## src/rtl/display_mode_sequencer.sv

```systemverilog
// Video mode switch sequencer: blanks the display, reprograms the pixel clock
// generator over DRP from a per-mode ROM table, waits for lock and settle, then unblanks.
module display_mode_sequencer #(
    parameter int MODE_W        = 2,
    parameter int REG_W         = 5,
    parameter int REG_COUNT     = 23,
    parameter int DEFAULT_MODE  = 0,
    parameter int BLANK_CYCLES  = 16,
    parameter int SETTLE_CYCLES = 1024,
    parameter int LOCK_TIMEOUT  = 1000000,
    parameter int DRP_TIMEOUT   = 255
) (
    input  logic                    i_clk,
    input  logic                    i_rst_n,
    input  logic                    i_req,
    input  logic [MODE_W-1:0]       i_req_mode,
    output logic                    o_ack,
    output logic                    o_busy,
    output logic                    o_err,
    output logic [MODE_W-1:0]       o_mode,
    output logic [MODE_W+REG_W-1:0] o_rom_addr,
    input  logic [22:0]             i_rom_data,
    output logic                    o_drp_en,
    output logic                    o_drp_we,
    output logic [6:0]              o_drp_addr,
    output logic [15:0]             o_drp_di,
    input  logic                    i_drp_rdy,
    input  logic                    i_locked,
    output logic                    o_clk_rst,
    output logic                    o_timing_rst,
    output logic                    o_blank
);

    localparam int MAX_AB = (BLANK_CYCLES > SETTLE_CYCLES) ? BLANK_CYCLES : SETTLE_CYCLES;
    localparam int MAX_CD = (LOCK_TIMEOUT > DRP_TIMEOUT) ? LOCK_TIMEOUT : DRP_TIMEOUT;
    localparam int MAX_P  = (MAX_AB > MAX_CD) ? MAX_AB : MAX_CD;
    localparam int CNT_W  = $clog2(MAX_P + 1);

    typedef enum logic [3:0] {
        S_IDLE, S_BLANK, S_FETCH, S_WRITE, S_WAIT_RDY,
        S_RELEASE, S_LOCK, S_SETTLE, S_UNBLANK, S_FAIL
    } state_t;

    state_t             state_r;
    logic [CNT_W-1:0]   cnt_r;
    logic [REG_W-1:0]   reg_idx_r;
    logic               lock_meta_r;
    logic               lock_sync_r;

    // Two-flop synchroniser for the asynchronous lock indication
    always_ff @(posedge i_clk or negedge i_rst_n) begin
        if (!i_rst_n) begin
            lock_meta_r <= 1'b0;
            lock_sync_r <= 1'b0;
        end else begin
            lock_meta_r <= i_locked;
            lock_sync_r <= lock_meta_r;
        end
    end

    // Sequencer FSM with registered outputs
    always_ff @(posedge i_clk or negedge i_rst_n) begin
        if (!i_rst_n) begin
            state_r      <= S_BLANK;
            cnt_r        <= '0;
            reg_idx_r    <= '0;
            o_ack        <= 1'b0;
            o_busy       <= 1'b1;
            o_err        <= 1'b0;
            o_mode       <= MODE_W'(DEFAULT_MODE);
            o_rom_addr   <= '0;
            o_drp_en     <= 1'b0;
            o_drp_we     <= 1'b0;
            o_drp_addr   <= 7'd0;
            o_drp_di     <= 16'd0;
            o_clk_rst    <= 1'b1;
            o_timing_rst <= 1'b1;
            o_blank      <= 1'b1;
        end else begin
            o_ack    <= 1'b0;
            o_drp_en <= 1'b0;
            o_drp_we <= 1'b0;
            case (state_r)
                S_IDLE: begin
                    // Losing lock while running takes priority over any request
                    if (!lock_sync_r) begin
                        o_blank      <= 1'b1;
                        o_timing_rst <= 1'b1;
                        o_busy       <= 1'b1;
                        cnt_r        <= '0;
                        state_r      <= S_LOCK;
                    end else if (i_req) begin
                        o_ack <= 1'b1;
                        if (i_req_mode != o_mode) begin
                            o_mode  <= i_req_mode;
                            o_err   <= 1'b0;
                            o_blank <= 1'b1;
                            o_busy  <= 1'b1;
                            cnt_r   <= '0;
                            state_r <= S_BLANK;
                        end
                    end
                end
                S_BLANK: begin
                    if (cnt_r == CNT_W'(BLANK_CYCLES - 1)) begin
                        o_clk_rst    <= 1'b1;
                        o_timing_rst <= 1'b1;
                        reg_idx_r    <= '0;
                        o_rom_addr   <= {o_mode, REG_W'(0)};
                        state_r      <= S_FETCH;
                    end else begin
                        cnt_r <= cnt_r + CNT_W'(1);
                    end
                end
                S_FETCH: begin
                    state_r <= S_WRITE;
                end
                S_WRITE: begin
                    o_drp_en   <= 1'b1;
                    o_drp_we   <= 1'b1;
                    o_drp_addr <= i_rom_data[22:16];
                    o_drp_di   <= i_rom_data[15:0];
                    cnt_r      <= '0;
                    state_r    <= S_WAIT_RDY;
                end
                S_WAIT_RDY: begin
                    if (i_drp_rdy) begin
                        if (reg_idx_r == REG_W'(REG_COUNT - 1)) begin
                            state_r <= S_RELEASE;
                        end else begin
                            reg_idx_r  <= reg_idx_r + REG_W'(1);
                            o_rom_addr <= {o_mode, reg_idx_r + REG_W'(1)};
                            state_r    <= S_FETCH;
                        end
                    end else if (cnt_r == CNT_W'(DRP_TIMEOUT - 1)) begin
                        o_err        <= 1'b1;
                        o_busy       <= 1'b0;
                        o_clk_rst    <= 1'b1;
                        o_timing_rst <= 1'b1;
                        o_blank      <= 1'b1;
                        state_r      <= S_FAIL;
                    end else begin
                        cnt_r <= cnt_r + CNT_W'(1);
                    end
                end
                S_RELEASE: begin
                    o_clk_rst <= 1'b0;
                    cnt_r     <= '0;
                    state_r   <= S_LOCK;
                end
                S_LOCK: begin
                    if (lock_sync_r) begin
                        cnt_r   <= '0;
                        state_r <= S_SETTLE;
                    end else if (cnt_r == CNT_W'(LOCK_TIMEOUT - 1)) begin
                        o_err        <= 1'b1;
                        o_busy       <= 1'b0;
                        o_clk_rst    <= 1'b1;
                        o_timing_rst <= 1'b1;
                        o_blank      <= 1'b1;
                        state_r      <= S_FAIL;
                    end else begin
                        cnt_r <= cnt_r + CNT_W'(1);
                    end
                end
                S_SETTLE: begin
                    if (!lock_sync_r) begin
                        cnt_r   <= '0;
                        state_r <= S_LOCK;
                    end else if (cnt_r == CNT_W'(SETTLE_CYCLES - 1)) begin
                        o_timing_rst <= 1'b0;
                        state_r      <= S_UNBLANK;
                    end else begin
                        cnt_r <= cnt_r + CNT_W'(1);
                    end
                end
                S_UNBLANK: begin
                    o_blank <= 1'b0;
                    o_busy  <= 1'b0;
                    state_r <= S_IDLE;
                end
                S_FAIL: begin
                    // Any request, even for the current mode, reruns the full sequence
                    if (i_req) begin
                        o_ack   <= 1'b1;
                        o_mode  <= i_req_mode;
                        o_err   <= 1'b0;
                        o_busy  <= 1'b1;
                        cnt_r   <= '0;
                        state_r <= S_BLANK;
                    end else begin
                        o_busy <= 1'b0;
                    end
                end
                default: begin
                    o_err        <= 1'b1;
                    o_busy       <= 1'b0;
                    o_clk_rst    <= 1'b1;
                    o_timing_rst <= 1'b1;
                    o_blank      <= 1'b1;
                    state_r      <= S_FAIL;
                end
            endcase
        end
    end

endmodule
```

## config.mk

```make
export PLATFORM = sky130hd
export DESIGN_NAME = display_mode_sequencer
export DESIGN_NICKNAME = d
export VERILOG_FILES = /design/src/rtl/display_mode_sequencer.sv
export SDC_FILE = /design/constraint.sdc
export NUM_CORES = 1
export LEC_CHECK = 0
export BUFFER_PORTS_ARGS = -buffer_cell sky130_fd_sc_hd__buf_2
export CAP_MARGIN = 20
export CORE_ASPECT_RATIO = 1.1
export CORE_UTILIZATION = 25
export DETAILED_ROUTE_END_ITERATION = 16
export GPL_ROUTABILITY_DRIVEN = 1
export GPL_TIMING_DRIVEN = 0
export PLACE_DENSITY = 0.54
export SYNTH_ARGS = -nofsm -noshare
export SYNTH_HDL_FRONTEND = slang
export SYNTH_SLANG_ARGS = --single-unit
export TNS_END_PERCENT = 100
```

## constraint.sdc

```tcl
create_clock -name i_clk -period 3.5 [get_ports i_clk]
set_input_delay 0.35 -clock i_clk [delete_from_list [all_inputs] [get_ports i_clk]]
set_output_delay 0.35 -clock i_clk [all_outputs]
set_load 0.02 [all_outputs]
```

# After elaboration in Yosys (flattened, before gate mapping)

Index checks and enable logic that the tools add are counted.

Register bits: 70
Input bits: 30
Word-level logic and storage cells: 146

$add $sub $neg: 2
Equality and inequality tests: 38
Muxes and demuxes: 66
Bitwise logic cells: 5
Reductions and logical operators: 19

Operators with widths:

| cell                                                               | number |
|---|---|
| 20-bit 2-to-1 mux                                                  | 11 |
| 20-bit one-hot mux with 7 select lines                             | 1 |
| 4-bit 2-to-1 mux                                                   | 11 |
| 4-bit one-hot mux with 10 select lines                             | 1 |
| 2-bit inequality test (second input constant)                      | 16 |
| 9-bit AND reduction                                                | 3 |
| 1-bit 2-to-1 mux                                                   | 22 |
| 7-bit 2-to-1 mux                                                   | 3 |
| 3-bit inequality test (second input constant)                      | 7 |
| 7-bit AND reduction                                                | 3 |
| 20-bit by 1-bit adder with 20-bit output (second input constant)   | 1 |
| 20-bit by 10-bit == test with 1-bit output (second input constant) | 1 |
| 20-bit == test (second input constant)                             | 1 |
| 20-bit by 4-bit == test with 1-bit output (second input constant)  | 1 |
| 20-bit by 8-bit == test with 1-bit output (second input constant)  | 1 |
| 1-bit one-hot mux with 5 select lines                              | 4 |
| 6-bit OR reduction                                                 | 3 |
| 4-bit by 3-bit == test with 1-bit output (second input constant)   | 4 |
| 5-bit 2-to-1 mux                                                   | 3 |
| 7-bit one-hot mux with 2 select lines                              | 1 |
| 5-bit one-hot mux with 2 select lines                              | 1 |
| 5-bit OR reduction                                                 | 2 |
| 4-bit by 2-bit == test with 1-bit output (second input constant)   | 2 |
| 4-bit == test (second input constant)                              | 2 |
| 17 further kinds                                                   | 25 |

# Depth between registers and ports, before layout

Gate-level depths: netlist of the first run.

Depth in word-level cells: 5
Depth in mapped cells: 10
Gate-level depth less buffers: 8

# Least setup slack after synthesis of the first run

No wires, ideal clock.

Kind: reg2reg
Start: register cnt_r[0]
End: register cnt_r[13]
Data arrival time: 2.072 ns
Data required time: 3.408 ns
Slack: 1.337 ns
Stages on the path, launching flop included: 11
Period minus slack after synthesis: 2.163 ns
Cells stage by stage: dfrtp_1 inv_1 ha_1 and2_1 and4_1 o211ai_1 nand4_2 or3_1 buf_4 buf_6 o31ai_2

Word-level cells in the longest chain between the ends: 4

RTL lines:

| element                                  | RTL line      | text |
|---|---|---|
| from (decl)                              | 45            | `logic [CNT_W-1:0] cnt_r;` |
| from (signal assigned)                   | 112           | `cnt_r <= cnt_r + CNT_W'(1);` |
| from (signal assigned)                   | 143           | `cnt_r <= cnt_r + CNT_W'(1);` |
| from (signal assigned)                   | 163           | `cnt_r <= cnt_r + CNT_W'(1);` |
| 20-bit by 1-bit adder with 20-bit output | n/a           |  |
| 20-bit 2-to-1 mux (on tied branches)     | 170, 135, 155 |  |
| 20-bit 2-to-1 mux (on tied branches)     | 167, 127, 152 |  |
| 20-bit one-hot mux with 7 select lines   | 83            | `case (state_r)` |

Parallel ways exist; a longest one is shown, timed or not. The select of a mux whose other input is x is not followed.
A chain may end at the register's enable or synchronous reset.

# Worst setup path after layout of the first run

Start: register cnt_r[0]
End: register state_r[3]

Word-level cells in the longest chain between the ends: 3

RTL lines:

| element                                                                  | RTL line | text |
|---|---|---|
| 20-bit by 10-bit == test with 1-bit output (tied with other cells)       | 170      | `end else if (cnt_r == CNT_W'(SETTLE_CYCLES - 1)) begin` |
| 3-bit inequality test (no line) or 2-bit inequality test (tied branches) | n/a      |  |
| 7-bit AND reduction (no line) (*)                                        | n/a      |  |
| to (signal assigned)                                                     | 169      | `state_r <= S_LOCK;` |
| to (signal assigned)                                                     | 172      | `state_r <= S_UNBLANK;` |
| to (signal assigned)                                                     | 180      | `state_r <= S_IDLE;` |
| to (decl)                                                                | 44       | `state_t state_r;` |

Mark *: on every way between the ends. The rest lies on a longest branch, timed or not.

==> results of run 1 <==
metal layers:
metal	track usage	wire length, µm	part of all wire
met5	0	0	0
met4	0.0477	117	0.013
met3	0.0415	583	0.064
met2	0.200	4270	0.47
met1	0.172	4120	0.45
cell usage in the layout (no fill, tap or decap), types with 9 or more instances in the layout:
cell	Yosys	layout
sky130_fd_sc_hd__a31oi_1	13	13
sky130_fd_sc_hd__nand3_1	20	20
sky130_fd_sc_hd__nand2_1	15	15
sky130_fd_sc_hd__a21oi_1	10	10
sky130_fd_sc_hd__o21ai_0	28	28
sky130_fd_sc_hd__clkbuf_16	0	9
sky130_fd_sc_hd__buf_2	14	82
sky130_fd_sc_hd__mux2_2	28	28
sky130_fd_sc_hd__dfrtp_1	60	60
sky130_fd_sc_hd__nand4_1	10	10
sky130_fd_sc_hd__o31ai_1	9	9
sky130_fd_sc_hd__nor2_1	27	27
cell type report:
type                            count  area (µm²)  area share
Inverter                            7        26.3     0.00577
Multi-Input combinational cell    261        1830       0.401
Sequential cell                    65        1630       0.359
Timing Repair Buffer               69         348      0.0764
Clock inverter                      5         104      0.0228
Buffer                             26         146      0.0322
Clock buffer                       11         233      0.0511
Tap cell                          188         235      0.0517
metrics by stage:
| stage | instances | cell area, µm² | util |
|---|---|---|---|
| CTS | 632 | 4550 | 0.326 |
| global route | 632 | 4550 | 0.326 |
| floorplan | 359 | 3630 | - |
| finish | 632 | 4550 | 0.326 |
| detailed placement | 616 | 4210 | 0.302 |
| global placement | 616 | 4210 | 0.302 |
sequential cells by signal, indices dropped and copies added (netlist names):
register      flops
o_mode            2
o_clk_rst         1
o_err             1
o_ack             1
o_timing_rst      1
o_drp_addr        7
state_r           4
o_drp_we          1
cnt_r            20
lock_meta_r       1
o_busy            1
o_blank           1
o_rom_addr        7
lock_sync_r       1
o_drp_di         16
worst max path at each step:
stage | from | to | slack (ns) | depth (start not counted)
2_1_floorplan | cnt_r[0]$_DFFE_PN0P_ | cnt_r[13]$_DFFE_PN0P_ | 1.34 | 10
3_3_place_gp | state_r[0]$_DFFE_PN1P_ | o_drp_addr[3]$_DFFE_PN0P_ | 0.97 | 6
3_5_place_dp | state_r[0]$_DFFE_PN1P_ | o_drp_di[0]$_DFFE_PN0P_ | 0.93 | 6
4_1_cts | state_r[0]$_DFFE_PN1P_ | o_drp_addr[3]$_DFFE_PN0P_ | 0.94 | 6
5_1_grt | cnt_r[0]$_DFFE_PN0P_ | state_r[3]$_DFFE_PN0P_ | 0.77 | 7
6_report | cnt_r[0]$_DFFE_PN0P_ | state_r[3]$_DFFE_PN0P_ | 0.96 | 7
worst max-delay path: stages, from the launching register on:
cell and delay (ns):
sky130_fd_sc_hd__dfrtp_1 0.41, sky130_fd_sc_hd__ha_1 0.31, sky130_fd_sc_hd__nand2_1 0.14, sky130_fd_sc_hd__nor4_1 0.49, sky130_fd_sc_hd__nand3_1 0.19, sky130_fd_sc_hd__a22oi_1 0.41, sky130_fd_sc_hd__nand4_1 0.26, sky130_fd_sc_hd__o21ai_0 0.24
power by group through the flow:
stage	Combinational, µW	Clock (µW)	Sequential (µW)
after floorplan	1100	0	1410
after global placement	1880	0	1160
after detailed placement	1900	0	1170
after CTS	1900	1060	1160
after global routing	2060	1100	1190
final	1890	1030	1160
cells in the mapped netlist (2+ instances only):
library cell | instances | area share
sky130_fd_sc_hd__buf_2 | 14 | 0.019
sky130_fd_sc_hd__nor3_1 | 5 | 0.0069
sky130_fd_sc_hd__nor2_1 | 27 | 0.028
sky130_fd_sc_hd__buf_6 | 2 | 0.0062
sky130_fd_sc_hd__o21ai_0 | 28 | 0.039
sky130_fd_sc_hd__and2_1 | 3 | 0.0052
sky130_fd_sc_hd__nand2b_1 | 6 | 0.010
sky130_fd_sc_hd__dfstp_2 | 5 | 0.036
sky130_fd_sc_hd__o21ai_1 | 5 | 0.0069
sky130_fd_sc_hd__ha_1 | 4 | 0.014
sky130_fd_sc_hd__clkbuf_1 | 5 | 0.0052
sky130_fd_sc_hd__a21oi_1 | 10 | 0.014
sky130_fd_sc_hd__inv_1 | 7 | 0.0072
sky130_fd_sc_hd__or2_2 | 2 | 0.0034
sky130_fd_sc_hd__mux2_2 | 28 | 0.087
sky130_fd_sc_hd__nand3_1 | 20 | 0.028
sky130_fd_sc_hd__o31ai_2 | 5 | 0.017
sky130_fd_sc_hd__and3_1 | 5 | 0.0086
sky130_fd_sc_hd__xnor2_1 | 4 | 0.0096
sky130_fd_sc_hd__a22oi_1 | 4 | 0.0083
sky130_fd_sc_hd__o31ai_1 | 9 | 0.019
sky130_fd_sc_hd__o22a_1 | 2 | 0.0048
sky130_fd_sc_hd__or4_1 | 2 | 0.0041
sky130_fd_sc_hd__buf_4 | 4 | 0.0083
sky130_fd_sc_hd__nand2_1 | 15 | 0.016
sky130_fd_sc_hd__nor2b_1 | 6 | 0.010
sky130_fd_sc_hd__dfrtp_1 | 60 | 0.41
sky130_fd_sc_hd__nand4_1 | 10 | 0.017
sky130_fd_sc_hd__nand4_2 | 2 | 0.0069
sky130_fd_sc_hd__o41ai_2 | 2 | 0.0090
sky130_fd_sc_hd__nor4_1 | 2 | 0.0034
sky130_fd_sc_hd__o211ai_1 | 3 | 0.0062
sky130_fd_sc_hd__nand4b_1 | 3 | 0.0072
sky130_fd_sc_hd__mux2i_1 | 2 | 0.0055
sky130_fd_sc_hd__xor2_1 | 2 | 0.0048
sky130_fd_sc_hd__a31oi_1 | 13 | 0.022
sky130_fd_sc_hd__or3_1 | 7 | 0.012
kinds of logic (layout without fill, tap and decap cells):
group,after synthesis,count (layout),synth area share
simple gates,125,125,0.196
mux,31,31,0.0965
xor+xnor,6,6,0.0145
flops,65,65,0.450
buf+inv,33,118,0.0476
fa+ha+maj,4,4,0.0138
compound gates,95,95,0.182
==> out/qor.txt, run 1 <==
STATUS
-------------------------------------------------------------------------------
Run status                                                         finished clean

ROUTE
-------------------------------------------------------------------------------
Number of vias in the routed layout                                        3166
Initial drt markers                                                         169
1st-pass router iterations                                                    4
Detail-routed net length per standard cell                              14.4 µm
Total detailed-routing wirelength                                       9090 µm
Drc violations                                                                0
Drt via density                                                            5.01
Residual antenna-violating net count after detailed routing                   0

TIMING
-------------------------------------------------------------------------------
Worst Slack Setup Final                                                0.963 ns
Final max-slew violation count                                                0
Minimum clock period after layout                                       2.54 ns
Worst-margin pin slew                                                  0.826 ns
Final hold viol count                                                         0
Final setup vio count                                                         0
Worst slew margin relative to its limit                                   0.449
Worst Skew                                                           0.00754 ns
Maximum clock frequency                                               0.394 GHz
Final setup TNS                                                            0 ns
Worst hold margin                                                     0.0847 ns
Final clock period utilization by the worst path                          0.725
RSZ-0062 raised after global routing                                         no

POWER AND IR DROP
-------------------------------------------------------------------------------
Cell internal pwr                                                       2440 µW
Part of the total power dissipated in the clock network                   0.253
Power share of the sequential group                                       0.284
Total net switching power                                               1630 µW
Part of the total power dissipated in combinational logic                 0.463
Total power per unit cell area                                       895 nW/µm²
Largest voltage drop on the vdd net                                    0.415 mV
Lkg Pwr                                                              0.00195 µW
Switching share of power                                                  0.400
Overall power of the completed layout                                   4070 µW

HOLD PATH
-------------------------------------------------------------------------------
Worst min path class                                               input port to async pin

CRITICAL PATH
-------------------------------------------------------------------------------
Endpoint of the worst register-to-register path                    state_r[3]$_DFFE_PN0P_
Type of the worst setup path                                       register to register
Required time reported for the critical path endpoint                   3.75 ns
Number of cells traversed by the worst register-to-register path              7
Maximum fanout count along the critical path                                  6
Crit start category                                                    register
Worst path arrival time                                                 2.78 ns
FF-to-FF Start                                                     cnt_r[0]$_DFFE_PN0P_
Worst reg-to-reg setup slack                                            0.96 ns
Crit end category                                                      register

SYNTH
-------------------------------------------------------------------------------
Netlist area before placement                                          3630 µm²
Synthesized instance count                                                  359
Register bit total from synthesis                                            65
Most used flip-flop cell after synthesis                           sky130_fd_sc_hd__dfrtp_1
Net count after synthesis                                                   393
Share of flip-flops with an asynchronous set or reset                      1.00
Average footprint of a synthesized cell                                10.1 µm²
Synthesis warning total                                                       0
Count of cell types in the netlist                                           63
Count of flip-flops with a built-in enable after synthesis                    0
Sequential cell area fraction in the yosys report                         0.450

PLACEMENT
-------------------------------------------------------------------------------
Placer Congestion                                                         0.853
Detailed-placement wirelength estimate                                  6450 µm
Worst slack at placement                                               0.929 ns
Quantity of I/O buffers inserted on ports                                    69

GLOBAL ROUTING
-------------------------------------------------------------------------------
Global router's overall resource usage                                    0.131
Antenna violations before repair                                              0
Pin count of the biggest net entering global routing                         66
GRT Residual Overflow                                                         0
Wire length of the first global-routing pass                           15300 µm
Via count of the first global-routing pass                                 3072

CLOCK NETWORK
-------------------------------------------------------------------------------
Clk root buf                                                       sky130_fd_sc_hd__clkbuf_16
Clock latency at the later pin of the worst-skew pair                   0.34 ns
Number of resized instances in the post-cts repair step                       0
Hold bufs inserted after CTS                                                  0
Clock Pin Slew Worst Setup and Hold Paths                               0.06 ns
Setup bufs post-CTS                                                           0
Number of clock buffers inserted by TritonCTS                                 9
TritonCTS clock tree                                                      built
Number of H-tree levels                                                       3
Sinks on the clock net                                                       65
CTS Buffer Depth                                                              2

FLOORPLANNING
-------------------------------------------------------------------------------
Area of the core                                                      14000 µm²
Die width                                                                117 µm
Top-level port count                                                         70
Row Count                                                                    45
Vertical die dimension                                                   128 µm
Area enclosed by the die boundary                                     15000 µm²
Starting density of the core                                              0.260

JOB
-------------------------------------------------------------------------------
Max cap viols                                                                 0

LAYOUT
-------------------------------------------------------------------------------
Number of antenna repair diodes                                               0
Proportion of layout cells with a drive suffix above 1                    0.349
Final-layout fill cell count                                               1474
Relative area change from synthesis to final layout                       25.3%
Net count of the finished layout                                            473

(Power assumes the default switching activity.)
==> run 2: changes to the inputs <==
- PLACE_DENSITY: 0.54 -> 0.56
- clock period: 3.5 -> 2.3 ns (I/O delays scaled with it)
==> out/qor.txt, run 2 (synthesis results as in run 1) <==
CRITICAL PATH
-------------------------------------------------------------------------------------
Cell breakdown of the critical path                                      buf_4, ha_4, nand2_1, or3_1, or3_1, nor2b_1, o21ai_1, o31ai_4
Type of the worst setup path                                             register to register
Maximum fanout count along the critical path                                        6
Crit-path max cell delay                                                      0.48 ns
Number of cells on the critical path                                                8
Number of cells traversed by the worst register-to-register path                    8
WP buf/inv                                                                          1
Crit start category                                                          register
Crit end category                                                            register
Slowest CP cell                                                          sky130_fd_sc_hd__or3_1
Required time reported for the critical path endpoint                         2.50 ns
Worst path arrival time                                                       2.54 ns
Worst reg-to-reg setup slack                                                 -0.03 ns
Cell repeated most along the worst path                                  sky130_fd_sc_hd__or3_1
Top cell family by delay on the critical path                            simple AND/OR/NAND/NOR gates

CLOCK NETWORK
-------------------------------------------------------------------------------------
Clock latency at the later pin of the worst-skew pair                         0.33 ns
Clock Pin Slew Worst Setup and Hold Paths                                     0.05 ns
CTS Buffer Depth                                                                    2
TritonCTS clock tree                                                            built
Number of clock buffers inserted by TritonCTS                                       9
Clk root buf                                                             sky130_fd_sc_hd__clkbuf_16
Number of H-tree levels                                                             3
Sinks on the clock net                                                             65

ROUTE
-------------------------------------------------------------------------------------
Initial drt markers                                                               265
1st-pass router iterations                                                          4
Drc violations                                                                      0
Number of vias in the routed layout                                              3203
Detail-routed net length per standard cell                                    14.6 µm
Drt via density                                                                  5.01
Residual antenna-violating net count after detailed routing                         0
Total detailed-routing wirelength                                             9330 µm

PLACEMENT
-------------------------------------------------------------------------------------
Quantity of I/O buffers inserted on ports                                          69
Placer Congestion                                                               0.851
Detailed-placement wirelength estimate                                        6370 µm
Placed cell count                                                                 616

LAYOUT
-------------------------------------------------------------------------------------
Final-layout fill cell count                                                     1472
Max reg flops                                                                      20
Net count of the finished layout                                                  481
Most flop-heavy register                                                        cnt_r
Proportion of layout cells with a drive suffix above 1                          0.421
Final Non-Filler Cells                                                            639
Most frequent standard cell in the layout excluding fill and tap cells   sky130_fd_sc_hd__buf_2
Number of antenna repair diodes                                                     0
Registers with the most flip-flops                                       cnt_r x20, o_drp_di x16
Most frequent cells in the layout                                        81 x sky130_fd_sc_hd__buf_2, 59 x sky130_fd_sc_hd__dfrtp_1, 28 x sky130_fd_sc_hd__mux2_2, 27 x sky130_fd_sc_hd__nor2_1, 24 x sky130_fd_sc_hd__o21ai_0
Relative area change from synthesis to final layout                             31.9%

FLOORPLANNING
-------------------------------------------------------------------------------------
Top-level port count                                                               70
Vertical die dimension                                                         128 µm
Die width                                                                      117 µm
Area of the core                                                            14000 µm²
Row Count                                                                          45
Starting density of the core                                                    0.260
Area enclosed by the die boundary                                           15000 µm²

POWER AND IR DROP
-------------------------------------------------------------------------------------
Power share of the sequential group                                             0.280
Part of the total power dissipated in the clock network                         0.204
Switching share of power                                                        0.414
Largest voltage drop on the vdd net                                          0.834 mV
Part of the total power dissipated in combinational logic                       0.515
Cell internal pwr                                                             3740 µW
Total power per unit cell area                                            1330 nW/µm²
Overall power of the completed layout                                         6370 µW
Lkg Pwr                                                                    0.00204 µW
Total net switching power                                                     2640 µW

GLOBAL ROUTING
-------------------------------------------------------------------------------------
Wire length of the first global-routing pass                                 15300 µm
Antenna violations before repair                                                    0
GRT Residual Overflow                                                               0
Pin count of the biggest net entering global routing                               66
Via count of the first global-routing pass                                       3077
Global router's overall resource usage                                          0.130

TIMING
-------------------------------------------------------------------------------------
Worst Skew                                                                 0.00353 ns
Final max-slew violation count                                                      0
RSZ-0062 raised after global routing                                              yes
Worst hold margin                                                         -0.00308 ns
Final setup vio count                                                               2
Final hold viol count                                                               8
Maximum clock frequency                                                     0.429 GHz
Minimum clock period after layout                                             2.33 ns
Worst Slack Setup Final                                                    -0.0310 ns
Final clock period utilization by the worst path                                 1.01
Worst-margin pin slew                                                        0.826 ns
Worst slew margin relative to its limit                                         0.449
Final setup TNS                                                            -0.0573 ns

STATUS
-------------------------------------------------------------------------------------
Failing checks                                                           negative hold slack, negative setup slack
Run status                                                               complete, but fails checks

JOB
-------------------------------------------------------------------------------------
Max cap viols                                                                       0

HOLD PATH
-------------------------------------------------------------------------------------
Worst min path class                                                     input port to async pin

==> run 2: cell types whose count changed in the layout (fill, tap and decap cells not counted), sizes merged <==
| cell | delta |
|---|---|
| clkbuf | +2 |
| bufinv | -2 |
| dlygate4sd3 | +1 |
| buf | +5 |
| clkinv | +1 |
==> run 2: power groups by stage <==
| stage | Combinational (µW) | Sequential, µW | Clock, µW |
|---|---|---|---|
| 6_report | 3280 | 1790 | 1300 |
| 2_1_floorplan | 1670 | 2140 | 0 |
| 4_1_cts | 2980 | 1790 | 1340 |
| 3_3_place_gp | 2870 | 1760 | 0 |
| 3_5_place_dp | 2900 | 1770 | 0 |
| 5_1_grt | 3560 | 1840 | 1380 |
==> run 2: worst paths after layout <==
check,startpoint,end
max,cnt_r[0]$_DFFE_PN0P_,cnt_r[12]$_DFFE_PN0P_
min,i_rst_n,cnt_r[15]$_DFFE_PN0P_
max reg2reg,cnt_r[0]$_DFFE_PN0P_,cnt_r[12]$_DFFE_PN0P_
min reg2reg,lock_meta_r$_DFF_PN0_,lock_sync_r$_DFF_PN0_
max in group asynchronous,i_rst_n,cnt_r[1]$_DFFE_PN0P_
min in group i_clk,i_rom_data[12],o_drp_di[12]$_DFFE_PN0P_
==> run 2: cell type report <==
| class | count | area (µm²) | share of cell area |
|---|---|---|---|
| timing repair buffer | 78 | 433 | 0.0904 |
| sequential | 65 | 1630 | 0.341 |
| buffer | 25 | 165 | 0.0345 |
| multi-input combinational | 261 | 2020 | 0.422 |
| clock inverter | 4 | 45.0 | 0.00940 |
| clock buffer | 11 | 233 | 0.0486 |
| tap | 188 | 235 | 0.0491 |
| inverter | 7 | 26.3 | 0.00548 |
==> run 2: through the flow <==
| stage | util | hold WS (ns) | worst slack, ns | area (µm²) |
|---|---|---|---|---|
| global route | 0.343 | 0.0847 | -0.135 | 4790 |
| finish | 0.343 | -0.00308 | -0.0310 | 4790 |
| CTS | 0.328 | 0.0426 | 0.00470 | 4580 |
| global placement | 0.302 | 0.335 | -0.221 | 4210 |
| detailed placement | 0.302 | 0.336 | -0.272 | 4210 |
| floorplan | - | -0.0656 | 0.137 | 3630 |
==> run 2: worst reg2reg max path: cells and delay by family (launching register included) <==
kind	cells	cell delay, ns
simple gates	4	1.20
buf+inv	1	0.14
fa+ha+maj	1	0.16
compound gates	2	0.31
flops	1	0.38
==> run 2: metal layers <==
| metal | wire, µm | GRT usage | vias to the layer above |
|---|---|---|---|
| met4 | 186 | 0.0506 | 0 |
| met3 | 607 | 0.0344 | 14 |
| met1 | 4200 | 0.174 | 1546 |
| li1 | - | - | 1527 |
| met2 | 4340 | 0.200 | 116 |
| met5 | 0 | 0 | - |
==> run 2: timing repair <==
item,in CTS,in global routing
endpoints found under the hold margin,1,0
hold buffers,1,0
buffers inserted,3,3
setup endpoints to repair,45,26
pin swaps,3,15
gates cloned,0,2
resized for setup,15,35
==> run 3: changes to the inputs <==
- CORE_UTILIZATION: 25 -> 50
- PLACE_DENSITY: 0.56 -> 0.88
==> out/qor.txt, run 3 (synthesis results as in run 1) <==
HOLD PATH
-------------------------------------------------------------------------------------
Worst min path class                                                     input port to async pin

ROUTE
-------------------------------------------------------------------------------------
Drt via density                                                                  6.13
Residual antenna-violating net count after detailed routing                         0
Number of vias in the routed layout                                              3303
Drc violations                                                                      0
Initial drt markers                                                               265
1st-pass router iterations                                                          5
Total detailed-routing wirelength                                             8840 µm
Detail-routed net length per standard cell                                    16.4 µm

PLACEMENT
-------------------------------------------------------------------------------------
Placer Congestion                                                               0.885
Quantity of I/O buffers inserted on ports                                          69
Detailed-placement wirelength estimate                                        6070 µm

LAYOUT
-------------------------------------------------------------------------------------
Net count of the finished layout                                                  484
Most flop-heavy register                                                        cnt_r
Proportion of layout cells with a drive suffix above 1                          0.403
Most frequent cells in the layout                                        82 x sky130_fd_sc_hd__buf_2, 60 x sky130_fd_sc_hd__dfrtp_1, 28 x sky130_fd_sc_hd__mux2_2, 27 x sky130_fd_sc_hd__nor2_1, 26 x sky130_fd_sc_hd__o21ai_0
Reg area                                                                     1630 µm²
Registers with the most flip-flops                                       cnt_r x20, o_drp_di x16
Final-layout fill cell count                                                      515
Max reg flops                                                                      20
Most frequent standard cell in the layout excluding fill and tap cells   sky130_fd_sc_hd__buf_2
Area of the multi-input gates                                                1940 µm²
Final design utilization                                                        0.640
Relative area change from synthesis to final layout                             23.4%
Number of antenna repair diodes                                                     0

CRITICAL PATH
-------------------------------------------------------------------------------------
Required time reported for the critical path endpoint                         2.58 ns
Crit-path max cell delay                                                      0.54 ns
WP buf/inv                                                                          0
Crit end category                                                            register
Top cell family by delay on the critical path                            compound AO/OA/AOI/OAI gates
Cell breakdown of the critical path                                      nor4_4, nand4_2, o41a_1, a31oi_4, o311ai_1, mux2_4
Type of the worst setup path                                             register to register
Slowest CP cell                                                          sky130_fd_sc_hd__o41a_1
Worst path arrival time                                                       2.59 ns
Crit start category                                                          register
Maximum fanout count along the critical path                                        6

TIMING
-------------------------------------------------------------------------------------
Minimum clock period after layout                                             2.32 ns
Worst Slack Setup Final                                                    -0.0155 ns
Maximum clock frequency                                                     0.432 GHz
Final hold viol count                                                              29
RSZ-0062 raised after global routing                                              yes
Worst Skew                                                                 0.00870 ns
Final setup vio count                                                               1
Worst slew margin relative to its limit                                         0.473
Final clock period utilization by the worst path                                 1.01
Final max-slew violation count                                                      0
Worst-margin pin slew                                                        0.791 ns
Worst hold margin                                                          -0.0333 ns

GLOBAL ROUTING
-------------------------------------------------------------------------------------
Pin count of the biggest net entering global routing                               35
Via count of the first global-routing pass                                       3073
Global router's overall resource usage                                          0.237
GRT Residual Overflow                                                               0
Antenna violations before repair                                                    0
Wire length of the first global-routing pass                                 14400 µm

POWER AND IR DROP
-------------------------------------------------------------------------------------
Lkg Pwr                                                                    0.00197 µW
Largest voltage drop on the vdd net                                          0.906 mV
Total power per unit cell area                                            1300 nW/µm²

STATUS
-------------------------------------------------------------------------------------
Failing checks                                                           negative hold slack, negative setup slack
Run status                                                               complete, but fails checks

FLOORPLANNING
-------------------------------------------------------------------------------------
Area of the core                                                             7010 µm²
Vertical die dimension                                                        91.4 µm
Die width                                                                     83.3 µm
Area enclosed by the die boundary                                            7610 µm²
Row Count                                                                          32
Top-level port count                                                               70
Starting density of the core                                                    0.518

CLOCK NETWORK
-------------------------------------------------------------------------------------
CTS Buffer Depth                                                                    2
Number of H-tree levels                                                             3
TritonCTS clock tree                                                            built
Clock Pin Slew Worst Setup and Hold Paths                                     0.08 ns
Clock latency at the later pin of the worst-skew pair                         0.34 ns
Number of clock buffers inserted by TritonCTS                                       9
Sinks on the clock net                                                             65
Clk root buf                                                             sky130_fd_sc_hd__clkbuf_8

JOB
-------------------------------------------------------------------------------------
Max cap viols                                                                       0

run 3: area by class of cell:
cell class              instances  share of cell area
well taps                      85              0.0237
repair buffers                 81               0.101
clock inverters                 5             0.00726
flip-flops and latches         65               0.364
clock buffers                  10              0.0307
multi-input cells             261               0.432
inverters                       7             0.00586
plain buffers                  25              0.0349
run 3: final timing paths:
kind / from / endpoint / slack, ns / cells past startpoint
max in group asynchronous: i_rst_n / state_r[0]$_DFFE_PN1P_ / 1.61 / 2
min reg2reg: lock_meta_r$_DFF_PN0_ / lock_sync_r$_DFF_PN0_ / 0.36 / 0
max reg2reg: cnt_r[13]$_DFFE_PN0P_ / o_timing_rst$_DFFE_PN1P_ / -0.02 / 6
min in group i_clk: i_rom_data[4] / o_drp_di[4]$_DFFE_PN0P_ / 0.11 / 2
min: i_rst_n / cnt_r[12]$_DFFE_PN0P_ / -0.03 / 1
max: cnt_r[13]$_DFFE_PN0P_ / o_timing_rst$_DFFE_PN1P_ / -0.02 / 6
run 3: stage by stage:
step                worst slack [ns]  setup TNS (ns)  power (µW)  instance area (µm²)  cells
finish                       -0.0155         -0.0155        5820                 4480    539
detailed placement            -0.227           -6.15        4620                 4100    514
global route                  -0.117           -1.68        6160                 4480    539
CTS                          0.00917               0        5540                 4330    532
floorplan                      0.137               0        3810                 3630    359
global placement             -0.0970           -2.41        4530                 4080    513
run 3: metal layers:
metal	GRT usage	up-vias	wire length, µm
li1	-	1521	-
met1	0.301	1580	3730
met2	0.389	169	4260
met3	0.0373	33	582
met4	0.128	0	261
met5	0	-	0
run 3: report_power, final:
part / total, µW / switching [µW] / internal (µW)
registers: 1780 / 240 / 1540
clock network: 864 / 454 / 410
logic: 3180 / 1860 / 1320
total: 5820 / 2550 / 3270
run 3: repair_timing:
| action | CTS | global route |
|---|---|---|
| gates resized for setup | 6 | 26 |
| setup buffers | 3 | 7 |
| pin swaps | 2 | 9 |
| endpoints found under the setup margin | 37 | 49 |
| endpoints found under the hold margin | 1 | 0 |
| hold buffers | 1 | 0 |
